**src/rtl/phase_sequencer.sv**
```systemverilog
// Machine-cycle timing generator: one-hot beats T0..T(N-1) with free-run,
// single-step and boundary-aligned stop, plus a wrapping completed-cycle counter.
module phase_sequencer #(
    parameter int NUM_PHASES = 4,
    parameter int CNT_W      = 16,
    localparam int IDX_W     = (NUM_PHASES > 1) ? $clog2(NUM_PHASES) : 1
) (
    input  logic                  clk,
    input  logic                  rst_n,
    input  logic                  start,
    input  logic                  step,
    input  logic                  stop,
    input  logic                  halt,
    output logic [NUM_PHASES-1:0] phase,
    output logic [IDX_W-1:0]      phase_idx,
    output logic                  cycle_end,
    output logic                  running,
    output logic                  halted,
    output logic [CNT_W-1:0]      cycle_count
);

    typedef enum logic [1:0] {
        IDLE   = 2'd0,
        RUN    = 2'd1,
        STEP   = 2'd2,
        HALTED = 2'd3
    } state_t;

    localparam logic [NUM_PHASES-1:0] PHASE_T0   = {{(NUM_PHASES-1){1'b0}}, 1'b1};
    localparam logic [NUM_PHASES-1:0] PHASE_NONE = {NUM_PHASES{1'b0}};

    state_t                  state_r,     state_s;
    logic [NUM_PHASES-1:0]   phase_r,     phase_s;
    logic [IDX_W-1:0]        idx_r,       idx_s;
    logic [CNT_W-1:0]        count_r,     count_s;
    logic                    stop_pend_r, stop_pend_s;
    logic                    last_beat_s;

    assign last_beat_s = phase_r[NUM_PHASES-1];

    // State register: all sequencing state, cleared asynchronously.
    always_ff @(posedge clk or negedge rst_n) begin
        if (!rst_n) begin
            state_r     <= IDLE;
            phase_r     <= PHASE_NONE;
            idx_r       <= {IDX_W{1'b0}};
            count_r     <= {CNT_W{1'b0}};
            stop_pend_r <= 1'b0;
        end else begin
            state_r     <= state_s;
            phase_r     <= phase_s;
            idx_r       <= idx_s;
            count_r     <= count_s;
            stop_pend_r <= stop_pend_s;
        end
    end

    // Next-state logic: a started machine cycle always runs to its last beat.
    always_comb begin
        state_s     = state_r;
        phase_s     = phase_r;
        idx_s       = idx_r;
        count_s     = count_r;
        stop_pend_s = stop_pend_r;
        case (state_r)
            IDLE: begin
                if (start) begin
                    state_s = RUN;
                    phase_s = PHASE_T0;
                    idx_s   = {IDX_W{1'b0}};
                end else if (step) begin
                    state_s = STEP;
                    phase_s = PHASE_T0;
                    idx_s   = {IDX_W{1'b0}};
                end else begin
                    state_s = IDLE;
                end
            end
            RUN, STEP: begin
                if (last_beat_s) begin
                    count_s = count_r + CNT_W'(1);
                    idx_s   = {IDX_W{1'b0}};
                    if (halt) begin
                        state_s = HALTED;
                        phase_s = PHASE_NONE;
                    end else if ((state_r == STEP) || stop_pend_r || stop) begin
                        state_s     = IDLE;
                        phase_s     = PHASE_NONE;
                        stop_pend_s = 1'b0;
                    end else begin
                        state_s = RUN;
                        phase_s = PHASE_T0;
                    end
                end else begin
                    phase_s = phase_r << 1;
                    idx_s   = idx_r + IDX_W'(1);
                    if ((state_r == RUN) && stop) begin
                        stop_pend_s = 1'b1;
                    end else begin
                        stop_pend_s = stop_pend_r;
                    end
                end
            end
            HALTED: begin
                state_s = HALTED;
            end
            default: begin
                state_s     = IDLE;
                phase_s     = PHASE_NONE;
                idx_s       = {IDX_W{1'b0}};
                stop_pend_s = 1'b0;
            end
        endcase
    end

    // Output decode: status flags derived purely from registered state.
    always_comb begin
        running   = 1'b0;
        halted    = 1'b0;
        cycle_end = last_beat_s;
        case (state_r)
            RUN, STEP: running = 1'b1;
            HALTED:    halted  = 1'b1;
            IDLE:      running = 1'b0;
            default:   running = 1'b0;
        endcase
    end

    assign phase       = phase_r;
    assign phase_idx   = idx_r;
    assign cycle_count = count_r;

endmodule
```
**config.mk**
```make
export PLATFORM = sky130hd
export DESIGN_NAME = phase_sequencer
export DESIGN_NICKNAME = d
export VERILOG_FILES = /design/src/rtl/phase_sequencer.sv
export SDC_FILE = /design/constraint.sdc
export NUM_CORES = 1
export LEC_CHECK = 0
export CAP_MARGIN = 10
export CORE_MARGIN = 1
export CORE_UTILIZATION = 45
export CTS_CLUSTER_DIAMETER = 200
export DETAILED_ROUTE_END_ITERATION = 10
export PLACE_DENSITY_LB_ADDON = 0.05
export SLEW_MARGIN = 15
export SYNTH_ARGS = -nofsm -noshare
export SYNTH_HDL_FRONTEND = slang
export SYNTH_SLANG_ARGS = --single-unit
```
**constraint.sdc**
```tcl
create_clock -name clk -period 3.1 [get_ports clk]
set_input_delay 0.62 -clock clk [delete_from_list [all_inputs] [get_ports clk]]
set_output_delay 0.62 -clock clk [all_outputs]
set_load 0.05 [all_outputs]
```
After elaboration in Yosys (flattened, before gate mapping)
Index checks and enable logic that the tools add are counted.
{"block": "word_totals", "register_bits": 25, "inputBits": 6, "output_inout_bits": 25, "wordCells": 46}
{"block": "classes", "addsub": 2, "n_eq_ne": 7, "muxes": 22, "reduce_logical": 10}
{"cell": "$add 16x1->16 const B", "count": 1}
{"cell": "$mux 2", "count": 7}
{"cell": "$mux 4", "count": 3}
{"cell": "$mux 1", "count": 9}
{"cell": "$pmux 4 s2", "count": 1}
{"cell": "$pmux 2 s3", "count": 1}
{"cell": "$eq 2x2->1 const B", "count": 2}
{"cell": "$ne 2x2->1 const B", "count": 2}
{"cell": "$pmux 2 s2", "count": 1}
{"cell": "$reduce_and 2->1", "count": 2}
{"cell": "$reduce_and 4->1", "count": 1}
{"cell": "$reduce_bool 2->1", "count": 2}
{"cell": "$ne 3x3->1 const B", "count": 1}
{"cell": "$add 2x1->2 const B", "count": 1}
{"cell": "$eq 2x1->1 const B", "count": 1}
{"cell": "$logic_not 2->1", "count": 1}
{"cell": "$logic_or 1x1->1", "count": 2}
{"cell": "$ne 2x1->1 const B", "count": 1}
{"cell": "$reduce_or 2->1", "count": 1}
{"cell": "$logic_and 1x1->1", "count": 1}

Longest topological paths before layout
{"block": "depth", "ltp_word": 7, "mapped_depth": 7, "mapped_depth_nobuf": 6}

Worst setup path before layout
OpenSTA, ideal clock, no wires.
{"block": "synth_path", "path_kind": "register to register", "startpoint": "reg state_r[0]", "endpoint": "reg count_r[15] (netlist: cycle_count[15])", "setup_time_ns": 0.140, "arrival_ns": 1.999, "t_required_ns": 2.960, "path_slack_ns": 0.961, "path_stages_with_launch": 8, "n_path_buf": 1, "synth_period_minus_slack_ns": 2.139, "path_cell_list": "dfrtp_1 -> inv_1 -> ha_1 -> buf_2 -> nand4_1 -> nor4_2 -> nand3_1 -> xnor2_1"}
{"block": "synth_between", "elab_chain_len": 3, "word_cells_on_any_way": 4, "classes_between": "eq/ne: 2; reduce/logical: 2"}
{"element": "start, declared", "line_no": "32", "text": "state_t state_r, state_s;"}
{"element": "start signal, assigned", "line_no": "50", "text": "state_r <= state_s;"}
{"element": "$eq 2x2->1 / $eq 2x1->1 (equally long branches)", "line_no": "65", "text": "case (state_r)"}
{"element": "$reduce_or 2->1 (*)", "line_no": "65"}
{"element": "$reduce_and 2->1 (no line) (*)"}
{"element": "end signal, assigned", "line_no": "47", "text": "count_r <= {CNT_W{1'b0}};"}
{"element": "end signal, assigned", "line_no": "53", "text": "count_r <= count_s;"}
{"element": "end, declared", "line_no": "35", "text": "logic [CNT_W-1:0] count_r, count_s;"}
Every way passes the cells marked *; elsewhere a longest branch is shown, timed or not.
A chain may end at the register's enable or synchronous reset.

Worst setup path in the final report
{"block": "layout_path", "startpoint": "reg state_r[0]", "endpoint": "out running"}
{"block": "layout_between", "elab_chain_len": 3, "word_cells_on_any_way": 4, "classes_between": "eq/ne: 2; mux: 1; reduce/logical: 1"}
{"element": "$eq 2x2->1 / $eq 2x1->1 (equally long branches)", "line_no": "121", "text": "case (state_r)"}
{"element": "$reduce_or 2->1 (*)", "line_no": "121"}
{"element": "$mux 1 (*)", "line_no": "121"}
{"element": "end, declared", "line_no": "17", "text": "output logic running,"}
Marks and branches as above.

==> out/metrics.csv <==
stage;metric;value;unit
yosys;synth.avg_cell_area;11.1;sq um
yosys;synth-seq-area-share;49.8;%
power_and_ir_drop;p_per_area;301;mW/mm^2
worst_setup_path;r2r_setup_slack;1.15;ns
job;cap_viol_max_count;0;
worst_setup_path;arrival;2.26;ns
yosys;synth.cell_area;0.00126;sq mm
clock_network;clk_root_buffer_cell;clkbuf_4;
clock_network;cts_made_buffers;3;
clock_network;postCtsSetupBuffers;0;
grt;grt_pass1_wl;3.93;mm
grt;grt_max_degree;26;
clock_network;clk-insertion-delay-late;0.31;ns
layout;final_cell_mix;clkdlybuf4s50_1 (30), dfrtp_1 (25), xnor2_1 (10);
min_path;hp-class;flop to flop;
worst_setup_path;critPathLaunchType;flop;
timing;hold_viol;0;
placement;dp_hpwl;1.75;mm
yosys;synthesis.nets;125;
clock_network;clockBufferDepth;2;
detailed_routing;antenna_left;0;
timing;fin_crit;2.88;ns
clock_network;ctsResizeCount;0;
timing;slew_viol_final;0;
layout;mostFrequentLayoutCell;clkdlybuf4s50_1;
layout;antenna_cells;0;
placement;port_buffers;30;
detailed_routing;drtPass1Iterations;4;
clock_network;tritoncts;yes;
grt;antenna_found_initial;0;
detailed_routing;drc;0;
timing;fmax;347;MHz
worst_setup_path;worstSetupPathType;flop to output pin;
timing;tightestPinTransition;0.501;ns
layout;layout-drive-gt1-share;11.0;%
floorplanning;io_pins;31;
floorplanning;core;0.00257;sq mm
yosys;ys_warn_count;0;
timing;fin_crit_sh;93.0;%
worst_setup_path;worstPathRequired;2.48;ns
clock_network;ctsHoldBuffers;0;
clock_network;clk_pin_slew;0.13;ns
worst_setup_path;worst-path-max-fanout;12;
timing;setup_tns;0;ns
floorplanning;num_rows;18;
power_and_ir_drop;p_leak;0.732;nW
power_and_ir_drop;pwr-share-comb;3.2;%
worst_setup_path;critical_path.endpoint_type;output pin;
timing;fin_skew;0.00704;ns
floorplanning;die_h;54.9;microns
detailed_routing;wire_per_inst;13.4;microns
power_and_ir_drop;p_switching;0.103;mW
yosys;synth.distinct_cells;35;
worst_setup_path;slowest_stage;clkdlybuf4s50_1;
detailed_routing;routed_wirelength;2.35;mm
detailed_routing;drtIter0Drc;12;
worst_setup_path;cp_slowest_stage_delay;0.88;ns
grt;gr-usage-all-layers;18.9;%
power_and_ir_drop;peakVddDrop;0.000245;V
grt;grt_overflow;0;
floorplanning;die_area;0.00301;sq mm
worst_setup_path;path_cells;inv_1, ha_1, clkdlybuf4s50_1;
power_and_ir_drop;netSwitchingFraction;21.3;%
detailed_routing;dr_total_vias;921;
power_and_ir_drop;pwr-share-seq;67.4;%
yosys;synth_cells;113;
detailed_routing;vias_per_cell;5.26;
power_and_ir_drop;clock_power_share;29.5;%
timing;rsz0062_at_grt;no;
timing;relSlewSlack;66.5;%
placement;gp_congestion;0.734;
timing;setup_viol;0;
yosys;ys_seq_elements;25;
layout;syn_to_final_growth;28.1;%
layout;fin_nets;158;
clock_network;htree_levels;1;
power_and_ir_drop;p_int;0.381;mW
timing;layout_setup_ws;0.218;ns
grt;grt_pass1_vias;875;
floorplanning;start_util;49.0;%
placement;dp_slack;0.573;ns
clock_network;clock-sinks;25;
floorplanning;die_w;54.9;microns
run_status;status;finished, final reports clean;
==> power by group through the flow <==
stage	clock network, mW	registers (mW)	logic, mW
after CTS	0.149	0.326	0.0160
after global placement	0	0.332	0.0158
final	0.143	0.326	0.0153
after global routing	0.160	0.326	0.0176
after detailed placement	0	0.332	0.0159
after floorplan	0	0.332	0.000989
==> per-stage QoR <==
stage | instances | power (mW) | cell area [sq um] | hold WS (ns) | util, %
final | 175 | 0.484 | 1610 | 0.485 | 62.7
after global placement | 171 | 0.348 | 1580 | 0.461 | 61.6
after detailed placement | 171 | 0.348 | 1580 | 0.465 | 61.6
after global routing | 175 | 0.504 | 1610 | 0.516 | 62.7
after floorplan | 113 | 0.333 | 1260 | 0.324 | -
after CTS | 175 | 0.491 | 1610 | 0.487 | 62.7
==> synth_stat cells <==
master / instances / area, sq um
dfrtp_1: 25 / 626
xnor2_1: 10 / 87.6
nand2_1: 8 / 30.0
inv_1: 7 / 26.3
o21ai_0: 7 / 35.0
ha_1: 6 / 75.1
nand3_1: 6 / 30.0
nor2_1: 6 / 22.5
xor2_1: 5 / 43.8
nand4_1: 3 / 18.8
a31oi_1: 2 / 12.5
buf_4: 2 / 15.0
nand3b_1: 2 / 15.0
nor3_1: 2 / 10.0
o21ai_1: 2 / 10.0
a21o_1: 1 / 7.51
a21oi_1: 1 / 5.00
a221oi_1: 1 / 8.76
a32o_1: 1 / 10.0
a32oi_1: 1 / 8.76
and3_1: 1 / 6.26
and4_1: 1 / 8.76
and4_4: 1 / 11.3
buf_2: 1 / 5.00
mux2_2: 1 / 11.3
nand2_2: 1 / 6.26
nand3_2: 1 / 10.0
nand4_2: 1 / 12.5
nand4_4: 1 / 21.3
nor2_2: 1 / 6.26
nor3_2: 1 / 10.0
nor4_2: 1 / 12.5
nor4_4: 1 / 21.3
o21ai_2: 1 / 8.76
or3b_1: 1 / 8.76
==> flip-flops by register name, summed over array words and instances (netlist names) <==
register,cells
stop_pend_r,1
phase,4
phase_idx,2
state_r,2
cycle_count,16
==> path summary, 6_finish.rpt <==
| path | start | cells after the start | endpoint |
|---|---|---|---|
| setup / recovery | state_r[0] | 3 | running |
| hold / removal | cycle_count[15] | 1 | cycle_count[15] |
| setup reg to reg | state_r[0] | 6 | cycle_count[14] |
| hold reg to reg | cycle_count[15] | 1 | cycle_count[15] |
| max in group asynchronous | rst_n | 2 | phase[3] |
| min in group asynchronous | rst_n | 2 | cycle_count[2] |
==> worst max-delay path, delay by kind of cell (launching register included) <==
family | cells | cell delay [ns]
adders and majority gates | 1 | 0.54
DFF | 1 | 0.43
buffers and inverters | 2 | 0.98
==> final cells by class <==
type,instances,area [sq um]
fill,235,957
sequential,25,626
multi-input combinational,78,586
timing repair buffer,31,308
tap,30,37.5
inverter,7,26.3
clock buffer,3,22.5
clock inverter,1,5.00
==> cell families (layout without fill, tap and decap cells) <==
| kind of cell | count (synthesis) | after routing | share of synthesized area, % |
|---|---|---|---|
| adders and majority gates | 6 | 6 | 5.97 |
| muxes | 1 | 1 | 0.895 |
| and+or+nand+nor | 39 | 39 | 20.8 |
| xor gates and xnor gates | 15 | 15 | 10.4 |
| DFF | 25 | 25 | 49.8 |
| buffers and inverters | 10 | 42 | 3.68 |
| AOI/OAI and AO/OA | 17 | 17 | 8.46 |
==> per-layer routing <==
layer | vias up | wire length [microns] | track usage [%]
met4 | 0 | 46 | 10.3
met1 | 436 | 1210 | 28.0
met5 | - | 0 | 0
met3 | 4 | 92 | 2.50
li1 | 459 | - | -
met2 | 22 | 1000 | 25.9
Power figures use the tool's default switching activity.
